$ cat config.mk
export PLATFORM = sky130hd
export DESIGN_NAME = irq_request_controller
export DESIGN_NICKNAME = d
export VERILOG_FILES = /design/src/rtl/priority_encoder_gate.sv /design/src/rtl/irq_request_controller.sv
export VERILOG_INCLUDE_DIRS = /design/src /design/src/rtl
export SDC_FILE = /design/constraint.sdc
export NUM_CORES = 1
export LEC_CHECK = 0
export BUFFER_PORTS_ARGS = -buffer_cell sky130_fd_sc_hd__buf_2
export CAP_MARGIN = 20
export CORE_AREA = 2 2 39 41
export CTS_BUF_LIST = sky130_fd_sc_hd__clkbuf_8
export CTS_CLUSTER_DIAMETER = 60
export DETAILED_ROUTE_END_ITERATION = 16
export DIE_AREA = 0 0 41 43
export PLACE_DENSITY = 0.73
export SLEW_MARGIN = 5
export SYNTH_ARGS = -nofsm -noshare
export SYNTH_HDL_FRONTEND = slang
export SYNTH_HIERARCHICAL = 1
export SYNTH_SLANG_ARGS = --single-unit
$ cat constraint.sdc
create_clock -name clock -period 3.7 [get_ports clock]
set_input_delay 0.555 -clock clock [delete_from_list [all_inputs] [get_ports clock]]
set_output_delay 0.555 -clock clock [all_outputs]
set_load 0.1 [all_outputs]
$ cat src/rtl/irq_ctrl_defs.vh
// rtl/irq_ctrl_defs.vh - shared FSM state encodings for the interrupt request controller
`ifndef IRQ_CTRL_DEFS_VH
`define IRQ_CTRL_DEFS_VH
localparam logic [1:0] IRQ_ST_IDLE      = 2'd0;
localparam logic [1:0] IRQ_ST_ASSERT    = 2'd1;
localparam logic [1:0] IRQ_ST_WAIT_DROP = 2'd2;
`endif

$ cat src/rtl/priority_encoder_gate.sv
// rtl/priority_encoder_gate.sv - gate-level 4-bit priority encoder, d[3] highest
module priority_encoder_gate (
  input  logic [3:0] d,
  output logic       valid,
  output logic [1:0] c
);

  logic d2_n;
  logic d1_only;

  or  g_valid (valid, d[3], d[2], d[1], d[0]);
  or  g_c1    (c[1], d[3], d[2]);
  not g_d2n   (d2_n, d[2]);
  and g_d1    (d1_only, d2_n, d[1]);
  or  g_c0    (c[0], d[3], d1_only);

endmodule

$ cat src/rtl/irq_request_controller.sv
// rtl/irq_request_controller.sv - sticky request capture, masking and four-phase irq handshake
module irq_request_controller #(
  parameter bit EDGE_DETECT = 1'b1,
  parameter int NUM_REQ     = 4
) (
  input  logic               clock,
  input  logic               reset_b,
  input  logic [NUM_REQ-1:0] req,
  input  logic [NUM_REQ-1:0] mask,
  input  logic               ack,
  output logic               irq,
  output logic [1:0]         irq_id,
  output logic [NUM_REQ-1:0] pending,
  output logic               busy
);

  `include "irq_ctrl_defs.vh"

  typedef enum logic [1:0] {
    S_IDLE      = IRQ_ST_IDLE,
    S_ASSERT    = IRQ_ST_ASSERT,
    S_WAIT_DROP = IRQ_ST_WAIT_DROP
  } state_e;

  state_e             state_q;
  logic               irq_q;
  logic [1:0]         irq_id_q;
  logic               busy_q;
  logic [NUM_REQ-1:0] pending_q, pending_d;
  logic [NUM_REQ-1:0] req_q;
  logic               armed_q;
  logic [NUM_REQ-1:0] set_vec, clr_vec, masked;
  logic               enc_valid;
  logic [1:0]         enc_code;

  // armed_q blocks the first post-reset edge so lines already high at release are not seen as new edges
  generate
    if (EDGE_DETECT) begin : g_edge
      assign set_vec = req & ~req_q & {NUM_REQ{armed_q}};
    end else begin : g_level
      assign set_vec = req;
    end
  endgenerate

  always_comb begin
    clr_vec = '0;
    if (state_q == S_ASSERT && ack) begin
      clr_vec[irq_id_q] = 1'b1;
    end
  end

  // set is OR'd after the clear so a same-cycle re-request survives service
  assign pending_d = (pending_q & ~clr_vec) | set_vec;
  assign masked    = pending_q & mask;

  priority_encoder_gate u_enc (
    .d     (masked),
    .valid (enc_valid),
    .c     (enc_code)
  );

  always_ff @(posedge clock or negedge reset_b) begin
    if (!reset_b) begin
      pending_q <= '0;
      req_q     <= '0;
      armed_q   <= 1'b0;
    end else begin
      pending_q <= pending_d;
      req_q     <= req;
      armed_q   <= 1'b1;
    end
  end

  always_ff @(posedge clock or negedge reset_b) begin
    if (!reset_b) begin
      state_q  <= S_IDLE;
      irq_q    <= 1'b0;
      irq_id_q <= 2'd0;
      busy_q   <= 1'b0;
    end else begin
      case (state_q)
        S_IDLE: begin
          if (enc_valid) begin
            state_q  <= S_ASSERT;
            irq_q    <= 1'b1;
            irq_id_q <= enc_code;
            busy_q   <= 1'b1;
          end else begin
            irq_q <= 1'b0;
          end
        end
        S_ASSERT: begin
          if (ack) begin
            state_q <= S_WAIT_DROP;
            irq_q   <= 1'b0;
          end
        end
        S_WAIT_DROP: begin
          if (!ack) begin
            state_q <= S_IDLE;
            busy_q  <= 1'b0;
          end
        end
        default: begin
          state_q <= S_IDLE;
          irq_q   <= 1'b0;
          busy_q  <= 1'b0;
        end
      endcase
    end
  end

  assign irq     = irq_q;
  assign irq_id  = irq_id_q;
  assign pending = pending_q;
  assign busy    = busy_q;

endmodule

## After elaboration in Yosys (flattened, before gate mapping)

Cells that the tools add are included.

| word-level totals | value |
|---|---|
| bits in registers | 15 |
| output and inout bits | 8 |
| word-level logic and storage cells | 48 |

| cells by class | value |
|---|---|
| magnitude comparators | 2 |
| eq/ne operators | 5 |
| muxes and demuxes | 13 |
| bitwise logic cells | 13 |
| reductions and logical operators | 8 |

Operator list:

| operator | count |
|---|---|
| AND 4 bit | 4 |
| inverter 4 bit | 2 |
| two-way mux 2 bit | 3 |
| one-hot mux 1 bit (3 select lines) | 2 |
| one-hot mux 2 bit (3 select lines) | 1 |
| AND reduction 3 bit | 2 |
| two-way mux 1 bit | 5 |
| two-way mux 4 bit | 1 |
| != test 2 bit, second input constant | 2 |
| OR 4 bit | 1 |
| AND reduction 2 bit | 2 |
| OR reduction 4 bit | 1 |
| < comparator 2 x 3 -> 1 bit, second input constant | 1 |
| inverter 1 bit | 3 |
| demux 1 bit (select 2 bit) | 1 |
| equality test 2 x 1 -> 1 bit, second input constant | 1 |
| equality test 2 bit, second input constant | 1 |
| >= comparator 2 x 1 -> 1 bit, second input constant | 1 |
| logical AND 1 bit | 2 |
| logical NOT 2 bit | 1 |
| != test 2 x 1 -> 1 bit, second input constant | 1 |
| OR 1 bit | 2 |
| AND 1 bit | 1 |

## Logic depth before layout (Yosys ltp)

Gate-level depths: netlist of run 1.

| logic depth | value |
|---|---|
| depth after elaboration | 8 |
| mapped depth | 6 |

## By module

The synthesis of run 1 kept the hierarchy.

By module, submodules not included:

| module | times used | cells an instance | area each (um^2) |
|---|---|---|---|
| irq_request_controller | 1 | 51 | 618.1 |
| priority_encoder_gate | 1 | 4 | 23.8 |

## Worst setup path before layout of run 1

Ideal clock, no wire load.

| path | value |
|---|---|
| path type | reg2reg |
| from | register pending_q[2] (netlist: pending[2]) |
| to | register irq_id_q[0] (netlist: irq_id[0]) |
| data arrival time | 2.126 ns |
| required time | 3.573 ns |
| path slack | 1.448 ns |
| cell stages (with the launch flop) | 7 |
| clock period less this slack | 2.252 ns |
| cells stage by stage | dfrtp_1 > and2_1 > or2_1 > or3_1 > nor2b_4 > nor2b_4 > mux2_4 |

| on the way | value |
|---|---|
| elaborated cells between the ends (all ways) | 6 |

RTL lines:

| item | RTL line | text |
|---|---|---|
| start: declaration | irq_request_controller.sv:29 | `logic [NUM_REQ-1:0] pending_q, pending_d;` |
| start signal: assignment | irq_request_controller.sv:68 | `pending_q <= pending_d;` |
| AND 4 bit | irq_request_controller.sv:54 | `assign masked = pending_q & mask;` |
| via masked[2] | irq_request_controller.sv:32 | `logic [NUM_REQ-1:0] set_vec, clr_vec, masked;` |
| OR reduction 4 bit | priority_encoder_gate.sv:11 | `or g_valid (valid, d[3], d[2], d[1], d[0]);` |
| via enc_valid | irq_request_controller.sv:33 | `logic enc_valid;` |
| AND reduction 2 bit (no source line) | n/a |  |
| end signal: assignment | irq_request_controller.sv:86 | `irq_id_q <= enc_code;` |
| end: declaration | irq_request_controller.sv:27 | `logic [1:0] irq_id_q;` |

The timed path passes the listed nets, and every way through them passes these cells.
A chain may end at the register's enable or synchronous reset.

## Worst setup path in the final report of run 1

| path | value |
|---|---|
| from | register pending_q[2] (netlist: pending[2]) |
| to | register irq_id_q[1] (netlist: irq_id[1]) |

| on the way | value |
|---|---|
| elaborated cells between the ends (all ways) | 4 |

RTL lines:

| item | RTL line | text |
|---|---|---|
| AND 4 bit | irq_request_controller.sv:54 |  |
| via masked[2] | irq_request_controller.sv:32 |  |
| OR 1 bit | priority_encoder_gate.sv:12 | `or g_c1 (c[1], d[3], d[2]);` |
| via enc_code[1] | irq_request_controller.sv:34 | `logic [1:0] enc_code;` |

The timed path passes the listed nets, and every way through them passes these cells.

==> flow_summary.json, run 1 <==
{
  "design.die.area_um2": 1760,
  "core_um2": 1380,
  "die_w_um": 41,
  "clock_skew_ns": 0.00105,
  "nFillCells": 130,
  "multi_input_area_um2": 244,
  "viasPerCell": 5.16,
  "ys_warn_count": 6,
  "antenna_found_initial": 0,
  "synthesis.area_um2": 642,
  "initialDrtViolationCount": 12,
  "slew_violations": 0,
  "grt_use_total": 0.176,
  "critical_path_arrival_ns": 1.91,
  "post-cts-setup-buffers": 0,
  "synth_nets": 66,
  "grt_max_degree": 16,
  "avgSynthCellArea_um2": 11.7,
  "start_util": 0.464,
  "rsz0062_at_grt": "false",
  "clockBufferDepth": 2,
  "wire_per_inst_um": 12.8,
  "portBuffers": 18,
  "clk_latency_ns": 0.24,
  "finalInstanceArea_um2": 786,
  "cts_resized": 0,
  "rows": 14,
  "dp_hpwl_um": 907,
  "path_class": "flop to flop",
  "finalHoldViolCount": 0,
  "grt_pass1_vias": 479,
  "fmax_mhz": 561,
  "hold_path_class": "input pin to asynchronous set/reset pin",
  "grt-ovfl-total": 0,
  "dp.cells": 88,
  "grt_pass1_wl_um": 2010,
  "min_period_ns": 1.78,
  "clk_pin_slew_ns": 0.06,
  "setup_tns_ns": 0,
  "synth.distinct_cells": 20,
  "reg2reg_depth": 6,
  "required_ns": 3.83,
  "die_y_um": 43,
  "pre_cts_ws_ns": 1.68,
  "start_kind": "flop",
  "drive_above_1_share": 0.329,
  "antenna_cells": 0,
  "cts_tree": "built",
  "synth_cells": 55,
  "vias": 475,
  "ioPinCount": 19,
  "cts-root-buf": "clkbuf_8",
  "regArea_um2": 375,
  "hold_buffers": 0,
  "drc_errors": 0,
  "drt_pass1_iterations": 4,
  "cap_violations": 0,
  "cts_buffers": 3,
  "wl_um": 1180,
  "synth_largest_area_cell": "dfrtp_1",
  "ant_nets": 0,
  "areaGrowthSynthToFinish_pct": 22.4,
  "status": "finished, final reports clean",
  "finalSetupViolCount": 0,
  "synth_area_leaders": "dfrtp_1, nand3b_1, mux2_4",
  "placed_area_um2": 741,
  "cts_num_sinks": 15,
  "synth_top_area_share": 0.585,
  "gp_congestion": 0.669,
  "layout_setup_ws_ns": 1.92,
  "synth-seq-cells": 15,
  "fin_nets": 88,
  "htreeDepth": 1,
  "end_kind": "flop",
  "crit_path_max_fanout": 4,
  "synth-seq-area-share": 0.585,
  "finalCritPeriodShare": 0.482,
  "instances_no_fill": 92
}
==> Yosys cell counts <==
master    number
inv_1          3
a21o_1         1
o22ai_1        1
nand3b_1       5
nand2_1        5
o21ai_0        4
nor2_1         3
nand4b_1       1
o31ai_1        2
mux2_4         2
conb_1         1
xnor2_1        1
or3_1          1
dfrtp_1       15
and2_1         4
nor2b_4        2
or2_1          1
a31oi_1        1
a21oi_1        1
buf_6          1
==> critical path, cell delays in order (launching register included) <==
cell,delay [ns]
dfrtp_1,0.38
and2_1,0.17
or2_1,0.23
or3_1,0.30
nor2b_4,0.14
nor2b_4,0.14
mux2_4,0.30
==> cells in the final DEF (no fill, tap or decap), drive strengths merged, types with 2 or more instances in the layout <==
cell type	n
nand2	5
clkbuf	3
nor2	3
dfrtp	15
mux2	2
o21ai	4
and2	4
o31ai	2
buf	18
nand3b	5
inv	4
nor2b	2
==> stage by stage <==
stage	hold WS [ns]	utilization
floorplan	0.259	-
global placement	0.413	0.535
detailed placement	0.443	0.535
CTS	0.212	0.568
global route	0.229	0.568
finish	0.202	0.568
==> routing by layer <==
| layer | vias up | GRT usage | wire [um] |
|---|---|---|---|
| li1 | 225 | - | - |
| met1 | 239 | 0.211 | 486 |
| met2 | 9 | 0.269 | 635 |
| met3 | 2 | 0.0314 | 49 |
| met4 | 0 | 0.120 | 8 |
| met5 | - | 0 | 0 |
==> sequential cells by signal, summed over array words and instances, names as in the netlist <==
register and cells:
armed_q 1, req_q 4, pending 4, irq 1
busy 1, state_q 2, irq_id 2
==> final cells by class <==
type	instances	share of cell area
well taps	16	0.0255
repair buffers	18	0.115
flip-flops and latches	15	0.478
clock buffers	3	0.0525
inverters	3	0.0143
clock inverters	1	0.00478
multi-input cells	36	0.311
==> final timing paths <==
path / slack (ns) / from / endpoint
worst min-delay path: 0.20 / reset_b / irq_id[0]
max in group asynchronous: 3.25 / reset_b / state_q[0]
worst min register to register: 0.44 / req_q[1] / pending[1]
worst max register to register: 1.92 / pending[2] / irq_id[1]
min in group clock: 0.43 / req[1] / req_q[1]
worst max-delay path: 1.92 / pending[2] / irq_id[1]
==> kinds of logic after synthesis <==
logic type	share of synthesized area
AO/OA/AOI/OAI	0.0936
XOR/XNOR	0.0136
buffers and inverters	0.0351
flip-flops	0.585
multiplexers	0.0468
other	0.00584
AND/OR/NAND/NOR	0.220
Power of run 1 is left out: the tool's default activity adds up to more than one toggle a clock period on the data nets, which glitch-free logic cannot reach.
==> run 2: changes to the inputs <==
==> constraint.sdc (replaced) <==
create_clock -name clock -period 1.7 [get_ports clock]
set_input_delay 0.255 -clock clock [delete_from_list [all_inputs] [get_ports clock]]
set_output_delay 0.255 -clock clock [all_outputs]
set_load 0.1 [all_outputs]
==> run 2 against run 1 <==
Against the previous run:
- the run now ends with setup timing left
- non-clock buffer count increased by 6
- first-iteration DRC count fell by 75%
- largest cell class unchanged
- count of clock-buffer cells in the layout is the same
- clock skew about the same
- critical path depth is the same
- cell count increased by 6.5%
- sequential share of layout area fell by 2.7 points
- flip-flop and latch count is the same
- die area did not move
- register-to-register slack lost 2.1 ns
- wire length down 1.5%
- via count grew 1.3%
==> flow_summary.json, run 2 (synthesis results as in run 1) <==
{
  "end_kind": "flop",
  "htreeDepth": 1,
  "design.die.area_um2": 1760,
  "slew_violations": 0,
  "hold_path_class": "input pin to flop",
  "finalHoldViolCount": 0,
  "finalSetupViolCount": 5,
  "finalInstanceArea_um2": 855,
  "worst_path_dominant_cell_family": "simple AND/OR/NAND/NOR gates",
  "holdWs_ns": 0.131,
  "start_kind": "flop",
  "clk_latency_ns": 0.24,
  "busiest_layer": "met2",
  "pre_cts_ws_ns": -0.151,
  "cap_violations": 0,
  "cts_num_sinks": 15,
  "critical_path_arrival_ns": 1.96,
  "path_class": "flop to flop",
  "clockBufferDepth": 2,
  "initialDrtViolationCount": 3,
  "antenna_cells": 0,
  "dp_hpwl_um": 901,
  "grt_pass1_wl_um": 1950,
  "drt_pass1_iterations": 2,
  "wire_per_inst_um": 11.8,
  "cts_tree": "built",
  "max_stage_delay_ns": 0.47,
  "start_util": 0.464,
  "use_met3": 0.0314,
  "die_w_um": 41,
  "clock_skew_ns": 0.00135,
  "viasPerCell": 4.91,
  "rows": 14,
  "gp_congestion": 0.669,
  "layout_setup_ws_ns": -0.136,
  "grt_use_total": 0.169,
  "status": "finished, violations left",
  "die_y_um": 43,
  "drc_errors": 0,
  "portBuffers": 18,
  "grt-ovfl-total": 0,
  "ant_nets": 0,
  "rsz0062_at_grt": "true",
  "critPathBufInv": 0,
  "crit_path_max_fanout": 2,
  "ioPinCount": 19,
  "placed_area_um2": 778,
  "grt_max_degree": 16,
  "cp_common_cell": "nor2b_4",
  "cts-root-buf": "clkbuf_8",
  "violations": "setup timing",
  "finalCritPeriodShare": 1.08,
  "use_met1": 0.208,
  "grt_pass1_vias": 486,
  "min_period_ns": 1.84,
  "layout_common_cells": "buf_2, dfrtp_1, nand2_1, nand3b_1, buf_4",
  "cp_slowest_cell": "dfrtp_4",
  "crit_chain": "and2_4, or2_1, or3_1, nor2b_4, nor2b_4, mux2_4",
  "areaGrowthSynthToFinish_pct": 33.1,
  "fmax_mhz": 545,
  "cts_buffers": 3,
  "antenna_found_initial": 0,
  "drive_above_1_share": 0.451,
  "use_met2": 0.263,
  "nFillCells": 126,
  "vias": 481,
  "wl_um": 1160,
  "core_um2": 1380,
  "required_ns": 1.83,
  "fin_nets": 94,
  "final_common_cell": "buf_2",
  "clk_pin_slew_ns": 0.06
}
## run 2: final cells by class
cell class,instances,area [um^2],share of cell area
multi-input cells,36,255,0.299
repair buffers,24,138,0.161
clock inverters,1,3.75,0.00439
flip-flops and latches,15,385,0.451
clock buffers,3,41.3,0.0483
well taps,16,20.0,0.0234
inverters,3,11.3,0.0132
## run 2: stage by stage
step | util | instances | TNS [ns]
finish | 0.618 | 98 | -0.402
global route | 0.618 | 98 | -0.762
CTS | 0.608 | 97 | -0.459
detailed placement | 0.562 | 91 | -0.459
global placement | 0.562 | 91 | -0.229
floorplan | - | 55 | -0.682
## run 2: worst paths after layout
path | endpoint | startpoint | cells past startpoint | slack [ns]
setup / recovery | irq_id[1] | pending[3] | 6 | -0.14
hold / removal | req_q[2] | req[2] | 1 | 0.13
setup reg to reg | irq_id[1] | pending[3] | 6 | -0.14
hold reg to reg | pending[1] | req_q[1] | 1 | 0.43
max in group asynchronous | pending[2] | reset_b | 2 | 0.97
min in group asynchronous | irq_id[1] | reset_b | 2 | 0.45
## run 2: layer usage
metal,share of wire,vias to the layer above
li1,-,242
met1,0.43,229
met2,0.53,8
met3,0.028,2
met4,0.0078,0
met5,0,-
## run 2: repair_timing
action                                 in CTS  in global routing
buffers inserted                            1                  1
hold buffers                                1                  0
resized for setup                           0                  1
setup endpoints to repair                   5                  5
endpoints found under the hold margin      15                  0
## run 2: worst reg2reg max path, cell delays in order (launching register included)
cell and delay (ns):
dfrtp_4 0.47, and2_4 0.14, or2_1 0.23, or3_1 0.32, nor2b_4 0.14, nor2b_4 0.14
mux2_4 0.30
Power of run 2 is left out for the same reason.
